`config.mk`:
```
export PLATFORM = sky130hd
export DESIGN_NAME = pe_mac
export DESIGN_NICKNAME = d
export VERILOG_FILES = /design/src/rtl/pe_mac.sv
export SDC_FILE = /design/constraint.sdc
export NUM_CORES = 1
export LEC_CHECK = 0
export CAP_MARGIN = 10
export CORE_ASPECT_RATIO = 1.4
export CORE_MARGIN = 2
export CORE_UTILIZATION = 28
export DETAILED_ROUTE_END_ITERATION = 10
export GPL_ROUTABILITY_DRIVEN = 1
export PLACE_DENSITY = 0.48
export SETUP_SLACK_MARGIN = 0.15
export SLEW_MARGIN = 15
export SYNTH_ARGS = -nofsm -noshare
export SYNTH_HDL_FRONTEND = slang
export SYNTH_SLANG_ARGS = --single-unit
```
`constraint.sdc`:
```
create_clock -name clk -period 7.1 [get_ports clk]
set_input_delay 1.42 -clock clk [delete_from_list [all_inputs] [get_ports clk]]
set_output_delay 1.42 -clock clk [all_outputs]
set_load 0.02 [all_outputs]
```
`src/rtl/pe_mac.sv`:
```
// Systolic-array processing element: forwards activation/weight to its east/south neighbours
// and accumulates a signed dot product through a registered multiply stage.
module pe_mac #(
    parameter int DATA_W   = 8,
    parameter int WGT_W    = 8,
    parameter int ACC_W    = 32,
    parameter int SIGN_MAG = 1,
    parameter int SAT      = 1
) (
    input  logic              clk,
    input  logic              rst_n,
    input  logic              en,
    input  logic              clr,
    input  logic              in_valid,
    input  logic              last_in,
    input  logic [DATA_W-1:0] data_in,
    input  logic [WGT_W-1:0]  weight_in,
    output logic [DATA_W-1:0] data_out,
    output logic [WGT_W-1:0]  weight_out,
    output logic              out_valid,
    output logic              last_out,
    output logic [ACC_W-1:0]  sum,
    output logic              sum_valid,
    output logic              ovf
);

    typedef enum logic {
        ST_IDLE = 1'b0,
        ST_ACC  = 1'b1
    } state_t;

    localparam logic [ACC_W-1:0] ACC_MAX = {1'b0, {(ACC_W-1){1'b1}}};
    localparam logic [ACC_W-1:0] ACC_MIN = {1'b1, {(ACC_W-1){1'b0}}};

    state_t              state_q, state_d;
    logic [DATA_W-1:0]   data_q, data_d;
    logic [WGT_W-1:0]    weight_q, weight_d;
    logic                valid_q, valid_d;
    logic                last_q, last_d;
    logic [ACC_W-1:0]    prod_q, prod_d;
    logic                prod_v_q, prod_v_d;
    logic                prod_last_q, prod_last_d;
    logic [ACC_W-1:0]    acc_q, acc_d;
    logic [ACC_W-1:0]    sum_q, sum_d;
    logic                sum_valid_q, sum_valid_d;
    logic                ovf_q, ovf_d;

    logic signed [ACC_W-1:0] prod_calc;
    logic signed [ACC_W:0]   base_ext;
    logic signed [ACC_W:0]   prod_ext;
    logic signed [ACC_W:0]   sum_wide;
    logic                    ovf_now;
    logic [ACC_W-1:0]        result;

    generate
        if (SIGN_MAG != 0) begin : g_sign_mag
            // Negating a zero magnitude yields zero, so -0 needs no special case.
            localparam int MAG_W = DATA_W + WGT_W - 2;
            logic [MAG_W-1:0]        mag;
            logic signed [ACC_W-1:0] mag_ext;
            assign mag       = MAG_W'(data_in[DATA_W-2:0]) * MAG_W'(weight_in[WGT_W-2:0]);
            assign mag_ext   = $signed(ACC_W'(mag));
            assign prod_calc = (data_in[DATA_W-1] ^ weight_in[WGT_W-1]) ? -mag_ext : mag_ext;
        end else begin : g_twos
            logic signed [DATA_W+WGT_W-1:0] p_full;
            assign p_full    = $signed(data_in) * $signed(weight_in);
            assign prod_calc = ACC_W'(p_full);
        end
    endgenerate

    // One guard bit: a sign mismatch between the top two bits means the ACC_W range was left.
    always_comb begin
        base_ext = (state_q == ST_ACC) ? {acc_q[ACC_W-1], acc_q} : '0;
        prod_ext = {prod_q[ACC_W-1], prod_q};
        sum_wide = base_ext + prod_ext;
        ovf_now  = sum_wide[ACC_W] ^ sum_wide[ACC_W-1];
        if (ovf_now && (SAT != 0)) begin
            result = sum_wide[ACC_W] ? ACC_MIN : ACC_MAX;
        end else begin
            result = sum_wide[ACC_W-1:0];
        end
    end

    always_comb begin
        state_d     = state_q;
        data_d      = data_q;
        weight_d    = weight_q;
        valid_d     = valid_q;
        last_d      = last_q;
        prod_d      = prod_q;
        prod_v_d    = prod_v_q;
        prod_last_d = prod_last_q;
        acc_d       = acc_q;
        sum_d       = sum_q;
        sum_valid_d = 1'b0;
        ovf_d       = ovf_q;

        if (en) begin
            data_d      = data_in;
            weight_d    = weight_in;
            valid_d     = in_valid;
            last_d      = last_in;
            prod_d      = prod_calc;
            prod_v_d    = in_valid;
            prod_last_d = in_valid & last_in;
            if (prod_v_q) begin
                acc_d = result;
                ovf_d = ovf_q | ovf_now;
                if (prod_last_q) begin
                    sum_d       = result;
                    sum_valid_d = 1'b1;
                    state_d     = ST_IDLE;
                end else begin
                    state_d = ST_ACC;
                end
            end
        end

        // Abort wins over everything in the accumulate path but leaves sum and forwarding alone.
        if (clr) begin
            acc_d       = '0;
            state_d     = ST_IDLE;
            prod_v_d    = 1'b0;
            prod_last_d = 1'b0;
            ovf_d       = 1'b0;
            sum_valid_d = 1'b0;
        end
    end

    always_ff @(posedge clk or negedge rst_n) begin
        if (!rst_n) begin
            state_q     <= ST_IDLE;
            data_q      <= '0;
            weight_q    <= '0;
            valid_q     <= 1'b0;
            last_q      <= 1'b0;
            prod_q      <= '0;
            prod_v_q    <= 1'b0;
            prod_last_q <= 1'b0;
            acc_q       <= '0;
            sum_q       <= '0;
            sum_valid_q <= 1'b0;
            ovf_q       <= 1'b0;
        end else begin
            state_q     <= state_d;
            data_q      <= data_d;
            weight_q    <= weight_d;
            valid_q     <= valid_d;
            last_q      <= last_d;
            prod_q      <= prod_d;
            prod_v_q    <= prod_v_d;
            prod_last_q <= prod_last_d;
            acc_q       <= acc_d;
            sum_q       <= sum_d;
            sum_valid_q <= sum_valid_d;
            ovf_q       <= ovf_d;
        end
    end

    assign data_out   = data_q;
    assign weight_out = weight_q;
    assign out_valid  = valid_q;
    assign last_out   = last_q;
    assign sum        = sum_q;
    assign sum_valid  = sum_valid_q;
    assign ovf        = ovf_q;

endmodule

```
# --- Word-level counts from Yosys, hierarchy flattened ---
# Index checks and enable logic that the tools add are counted.
op_classes:
  add_sub_neg: 2
  n_mul: 1
  n_mux: 22
  bitwise_logic: 4
  reduce_logical: 4
op_table:
  columns: ["cell", "n"]
  rows:
  - ["$mux 32", 6]
  - ["$add 33x32->33", 1]
  - ["$mux 33", 1]
  - ["$neg 14->32", 1]
  - ["$mux 1", 15]
  - ["$mul 7x7->14", 1]
  - ["$reduce_bool 2->1", 2]
  - ["$reduce_and 3->1", 1]
  - ["$reduce_and 2->1", 1]
  - ["$xor 1x1->1", 2]
  - ["$and 1x1->1", 1]
  - ["$or 1x1->1", 1]
word_totals:
  regBits: 119
  inputBits: 22
  out_inout_bits: 52
  elab_cells: 45

# --- Logic depth before layout (Yosys ltp) ---
# Gate-level depths: netlist of the first run.
logic_depth:
  word_depth: 7
  ltp_mapped: 22
  depth_no_buf: 20

# --- Worst setup path before layout of the first run ---
# Ideal clock, no wire load.
synth_path:
  kind: "input to register"
  start: "in data_in[0]"
  end: "reg prod_q[12]"
  setup_time_ps: 126
  arrival_ps: 6144
  required_time_ps: 6974
  path_slack_ps: 829
  cell_stages: 19
  n_path_buf: 2
  cell_sequence: "clkbuf_1 -> nand2_1 -> fa_1 -> fa_1 -> inv_1 -> fa_1 -> inv_1 -> fa_1 -> inv_1 -> ha_1 -> clkbuf_1 -> o21ai_0 -> nand2b_1 -> a21oi_1 -> or3b_2 -> a2111oi_0 -> and4_1 -> mux2i_1 -> a311o_1"
synth_via:
  elab_chain_len: 3
synth_lines:
  columns: ["item", "line", "text"]
  rows:
  - ["start, declared", "16", "input logic [DATA_W-1:0] data_in,"]
  - ["$mul 7x7->14 *", "61", "assign mag = MAG_W'(data_in[DATA_W-2:0]) * MAG_W'(weight_in[WGT_W-2:0]);"]
  - ["$neg 14->32", "63", "assign prod_calc = (data_in[DATA_W-1] ^ weight_in[WGT_W-1]) ? -mag_ext : mag_ext;"]
  - ["$mux 32 *", "63", null]
  - ["end signal, assigned", "150", "prod_q <= prod_d;"]
  - ["end, declared", "40", "logic [ACC_W-1:0] prod_q, prod_d;"]
# Every way passes the cells marked *; elsewhere a longest branch is shown, timed or not.
# A chain may end at the register's enable or synchronous reset.

# --- Final worst setup path of the first run ---
layout_path:
  start: "in data_in[3]"
  end: "reg prod_q[12]"
# The elaborated chain is that of the path after synthesis.

==> impl_metrics.ini, run 1 <==
[cts]
clock-sinks = 114
cts_tree = built
cts_buffer_depth = 2
cts_buffers = 17
clk_latency_ns = 0.43
cts.root.buffer_cell = clkbuf_16
cts_resized = 0
cts.clk_slew.worst_paths_ns = 0.06
h-tree-depth = 4
cts_setup_buffers = 0
holdBufCountCts = 0

[job]
drv_cap = 0

[critical_path]
end_kind = flop
slowest_delay_ns = 0.54
crit_type = primary input to flop
crit_arrival_ns = 6.69
cp_cell_sequence = clkdlybuf4s50_1, and2_1, fa_1, inv_1, fa_1, inv_1, fa_1, inv_1, fa_1, inv_1, ha_1, o21ai_0, nand2b_1, a21oi_1, or3b_2, a2111oi_0, and4_1, mux2i_1, a311o_1
required_ns = 7.42
start_kind = primary input
crit_path_top_delay_cell = fa_1
cp_top_family = adder cells
path_buf_inv = 5
cp_max_fo = 8

[floorplan]
core-area_mm2 = 0.0298
row_count = 75
io_pins = 74
start_util = 0.283
dieArea_mm2 = 0.0316
die_w_um = 151
die_y_um = 210

[timing]
fin_hold_ws_ns = 0.477
setup_viol = 0
final-hold-violation-count = 0
worstMarginPinSlew_ns = 1.04
period_needed_ns = 6.37
finalMaxSlewViolations = 0
relSlewSlack = 0.308
post-route-period-util = 0.898
rsz0062_at_grt = no
skew_ns = 0.0128
tns_ns = 0
setup_slack_ns = 0.727
clock.fmax_mhz = 157

[logic_synthesis]
syn_inst = 952
synth_area_mm2 = 0.00845
ys_top_cells_by_count = a21oi_1 (119), dfrtp_1 (114), nand2_1 (86)
synth_seq_area_share = 0.338
synth_area_leader_cell = dfrtp_1
synth-seq-cells = 114
yosysMostFrequentCell = a21oi_1
synth_warnings = 0
synth_edf_count = 0
synth_top_area_frac = 0.338
syn_nets = 1065
async_reset_ff_frac = 1.00
ys.flop_type = dfrtp_1
ys_types = 68
syn_avg_cell_area_um2 = 8.87
synth_area_leaders = dfrtp_1 (34%), ha_1 (9.8%), a21oi_1 (7.1%)

[power_and_ir_drop]
p_int_mw = 1.80
p_leak_nw = 4.73
p_total_mw = 2.81
sequentialPowerShare = 0.288
power_switching_mw = 1.01
pwr-share-comb = 0.363
vdd_ir_drop_max_mv = 0.149
powerDensity_mw_per_mm2 = 275
switching_share = 0.360
clock_power_share = 0.349

[global_route]
grtUsageTotal = 0.159
grt_first_pass_wirelength_mm = 39.0
busiest_layer = met2
grt_max_degree = 72
grtUsageMet3 = 0.0261
antenna_found_initial = 0
use_met2 = 0.295
met1_usage = 0.177
grt-ovfl-total = 0
grt_pass1_vias = 7259

[status]
status = completed

[routing]
drt-initial-drc-count = 368
via_count = 6981
vias_per_cell = 4.92
antenna_left = 0
post_drt_wl_per_cell_um = 16.9
drt-total-wl_mm = 23.9
drc = 0
drt-pass1-iter-count = 5

[placement]
placed_cells = 1388
hpwlAfterDp_mm = 18.1
dp_slack_ns = 0.263
place.port_buffers = 73
postPlaceCellArea_mm2 = 0.00958
place.gp.congestion = 0.860

[final_layout]
post-route-util = 0.343
drive_gt1_frac = 0.0783
fin_area_mm2 = 0.0102
syn2layout_area_growth_pct = 21.2
layoutNonFillerInstCount = 1420
antennaDiodeCount = 0
num-nets-final = 1135

[min_path]
hold_class = flop to flop
[per-layer routing]
metal	vias to the layer above	wire length, um
li1	3471	-
met1	3371	9620
met3	39	508
met4	0	688
met5	-	0
met2	100	13100
[state kept, by name, indices dropped and copies added (netlist names)]
signal	count
acc_q	32
sum	32
prod_q	27
data_out	8
weight_out	8
last_out	1
out_valid	1
ovf	1
prod_last_q	1
prod_v_q	1
state_q	1
sum_valid	1
[power by group through the flow]
stage / sequential, mW / clock [mW] / combinational, mW
finish: 0.811 / 0.982 / 1.02
global route: 0.825 / 1.03 / 1.16
CTS: 0.816 / 1.01 / 1.04
detailed placement: 0.827 / 0 / 1.04
global placement: 0.826 / 0 / 1.03
floorplan: 0.861 / 0 / 0.663
[placed cells by master (no fill, tap or decap), types with 3 or more instances in the layout]
cell type / instances
nand2_1: 86
nor3_1: 11
o211ai_1: 7
nand4_1: 12
xor2_1: 20
bufinv_16: 5
clkbuf_16: 17
inv_6: 3
a31oi_1: 4
clkdlybuf4s50_1: 71
nor2_1: 74
a21o_1: 16
ha_1: 66
mux2i_1: 4
o211a_1: 3
and2_1: 73
inv_1: 59
clkinv_4: 3
o21bai_1: 6
nand2b_1: 13
xnor2_1: 21
o31ai_1: 4
o21a_1: 9
mux2_2: 20
dfrtp_1: 114
o21ai_0: 72
buf_4: 17
fa_1: 25
a21oi_1: 119
nand3_1: 13
a211oi_1: 9
or4_1: 3
and3_1: 7
[logic make-up (layout without fill, tap and decap cells)]
kind of cell	count (synthesis)	in the layout	synth area share
DFF	114	114	0.338
and+or+nand+nor	308	308	0.184
adders and majority gates	91	91	0.157
xor gates and xnor gates	42	42	0.0458
muxes	26	26	0.0348
AOI/OAI and AO/OA	274	274	0.192
buffers and inverters	97	180	0.0486
[worst reg2reg max path, cell delays in order (launching register included)]
cell and delay [ns]:
dfrtp_1 1.00, and2_1 0.29, ha_1 0.31, a21oi_1 0.40
o21ai_1 0.23, a22oi_1 0.30, a21oi_1 0.20, nor3_4 0.44
mux2i_2 0.37, buf_4 0.31, nand3_1 0.20, a21oi_1 0.19
[area by class of cell]
class                      count  area, um2
clock inverter                14        226
sequential                   114       2850
fill                        3148      19600
multi-input combinational    741       5180
clock buffer                  18        429
tap                          385        482
inverter                      59        221
timing repair buffer          89        843
[final timing paths]
kind                                           from                     end  slack [ns]  depth (start not counted)
worst min register to register  sum[31]$_DFFE_PN0P_     sum[31]$_DFFE_PN0P_        0.48                          2
min in group asynchronous                     rst_n         ovf$_DFFE_PN0P_        0.98                          1
worst max-delay path                     data_in[3]  prod_q[12]$_DFFE_PN0P_        0.73                         19
max in group asynchronous                     rst_n    acc_q[7]$_DFFE_PN0P_        4.75                          2
worst max register to register  state_q$_DFFE_PN0P_    acc_q[2]$_DFFE_PN0P_        2.77                         11
worst min-delay path            sum[31]$_DFFE_PN0P_     sum[31]$_DFFE_PN0P_        0.48                          2
(Power assumes the default switching activity.)
==> run 2: changes to the inputs <==
CORE_UTILIZATION = 35   (was 28)
GPL_TIMING_DRIVEN = 0   (was default)
PLACE_DENSITY = 0.58   (was 0.48)
clock period = 5.3 ns   (was 7.1 ns; I/O delays follow)
==> run 2 against run 1 <==
Register-to-register slack got worse by 1.5 ns. Via count increased by 4.2%. Power rose by 39%. Worst hold slack better by 0.0028 ns. Combinational power up 64%.
==> impl_metrics.ini, run 2 (synthesis gave the netlist of run 1 again) <==
[floorplan]
io_pins = 74
dieArea_mm2 = 0.0254
start_util = 0.355
core-area_mm2 = 0.0238
die_y_um = 188
row_count = 67
die_w_um = 135

[global_route]
antenna_found_initial = 0
grt_max_degree = 71
grt_pass1_vias = 7376
grt-ovfl-total = 0
grt_first_pass_wirelength_mm = 39.1
grtUsageTotal = 0.197

[final_layout]
num-nets-final = 1169
syn2layout_area_growth_pct = 23.9
mostFrequentLayoutCells = a21oi_1 (115), dfrtp_1 (114), nand2_1 (85)
layoutNonFillerInstCount = 1378
final_common_cell = a21oi_1
fin_area_mm2 = 0.0105
drive_gt1_frac = 0.123
antennaDiodeCount = 0

[timing]
rsz0062_at_grt = yes
setup_viol = 0
period_needed_ns = 5.15
relSlewSlack = 0.488
post-route-period-util = 0.971
worstMarginPinSlew_ns = 0.768
final-hold-violation-count = 0
clock.fmax_mhz = 194
setup_slack_ns = 0.152
finalMaxSlewViolations = 0
skew_ns = 0.00761

[critical_path]
end_kind = flop
cp_cell_sequence = buf_12, and2_4, fa_1, inv_1, fa_1, inv_2, fa_1, inv_2, fa_1, inv_2, ha_4, buf_8, o21ai_1, nand2b_1, a21oi_2, or3b_4, a2111oi_4, and4_1, mux2i_1, a311o_1
r2r_slack_ns = 1.29
required_ns = 5.60
cp_max_fo = 6
path_buf_inv = 6
crit_path_start = data_in[3]
cpMostUsedCell = fa_1
crit_path_top_delay_cell = fa_1
cp_top_family = adder cells
start_kind = primary input
crit_type = primary input to flop
slowest_delay_ns = 0.53
timing.rr.start = state_q$_DFFE_PN0P_
crit_arrival_ns = 5.45

[cts]
cts_buffers = 17
clock-sinks = 114
cts.root.buffer_cell = clkbuf_16
cts.clk_slew.worst_paths_ns = 0.06
cts_buffer_depth = 2
h-tree-depth = 4
clk_latency_ns = 0.42
cts_tree = built

[power_and_ir_drop]
p_total_mw = 3.92
vdd_ir_drop_max_mv = 0.220
p_leak_nw = 4.83
powerDensity_mw_per_mm2 = 374

[routing]
drt-initial-drc-count = 310
drt-pass1-iter-count = 5
via_count = 7274
post_drt_wl_per_cell_um = 17.2
vias_per_cell = 5.28
drc = 0
antenna_left = 0
drt-total-wl_mm = 23.8

[placement]
placed_cells = 1334
dp_slack_ns = -1.04
place.gp.congestion = 0.899
postPlaceCellArea_mm2 = 0.00965
hpwlAfterDp_mm = 18.2
place.port_buffers = 71

[min_path]
worstHoldStart = sum[15]$_DFFE_PN0P_
hold_class = flop to flop

[status]
status = completed

[job]
drv_cap = 0
==> run 2: worst min-delay path, cell delays in order (launching register included) <==
cell     delay, ns
dfrtp_1       0.34
nand2_1       0.04
o21ai_0       0.06
==> run 2: cell type report <==
class,instances,area [um2]
Clock buffer,19,453
Multi-Input combinational cell,741,5380
Buffer,38,210
Tap cell,310,388
Inverter,59,221
Sequential cell,114,2850
Clock inverter,12,133
Fill cell,2356,13300
Timing Repair Buffer,85,836
==> run 2: final timing paths <==
kind	to	depth (start not counted)
setup / recovery	prod_q[12]$_DFFE_PN0P_	20
hold / removal	sum[15]$_DFFE_PN0P_	2
setup reg to reg	acc_q[2]$_DFFE_PN0P_	13
hold reg to reg	sum[15]$_DFFE_PN0P_	2
max in group asynchronous	sum[3]$_DFFE_PN0P_	2
min in group asynchronous	data_out[7]$_DFFE_PN0P_	1
==> run 2: metal layers <==
metal / share of wire / GRT usage / vias up
met5: 0 / 0 / -
met3: 0.028 / 0.0300 / 46
met2: 0.52 / 0.349 / 150
li1: - / - / 3541
met4: 0.035 / 0.0825 / 0
met1: 0.41 / 0.234 / 3537
==> run 2: stage by stage <==
| step | hold WS [ns] | util | TNS, ns |
|---|---|---|---|
| floorplan | 0.487 | - | -0.127 |
| global placement | 0.466 | 0.404 | -201.29 |
| detailed placement | 0.476 | 0.405 | -17.76 |
| CTS | 0.490 | 0.436 | 0 |
| global route | 0.526 | 0.440 | -0.146 |
| finish | 0.480 | 0.440 | 0 |
==> run 2: report_power, final <==
part           internal (mW)  switching [mW]  leakage, nW
clock                  0.715           0.445        0.282
combinational          0.735           0.934         3.09
sequential              1.00          0.0855         1.45
==> run 2: timing repair <==
item,4_1_cts,5_1_grt
pin swaps,14,22
gates resized for setup,77,42
endpoints found under the setup margin,19,19
hold buffers,0,0
buffers inserted,9,4
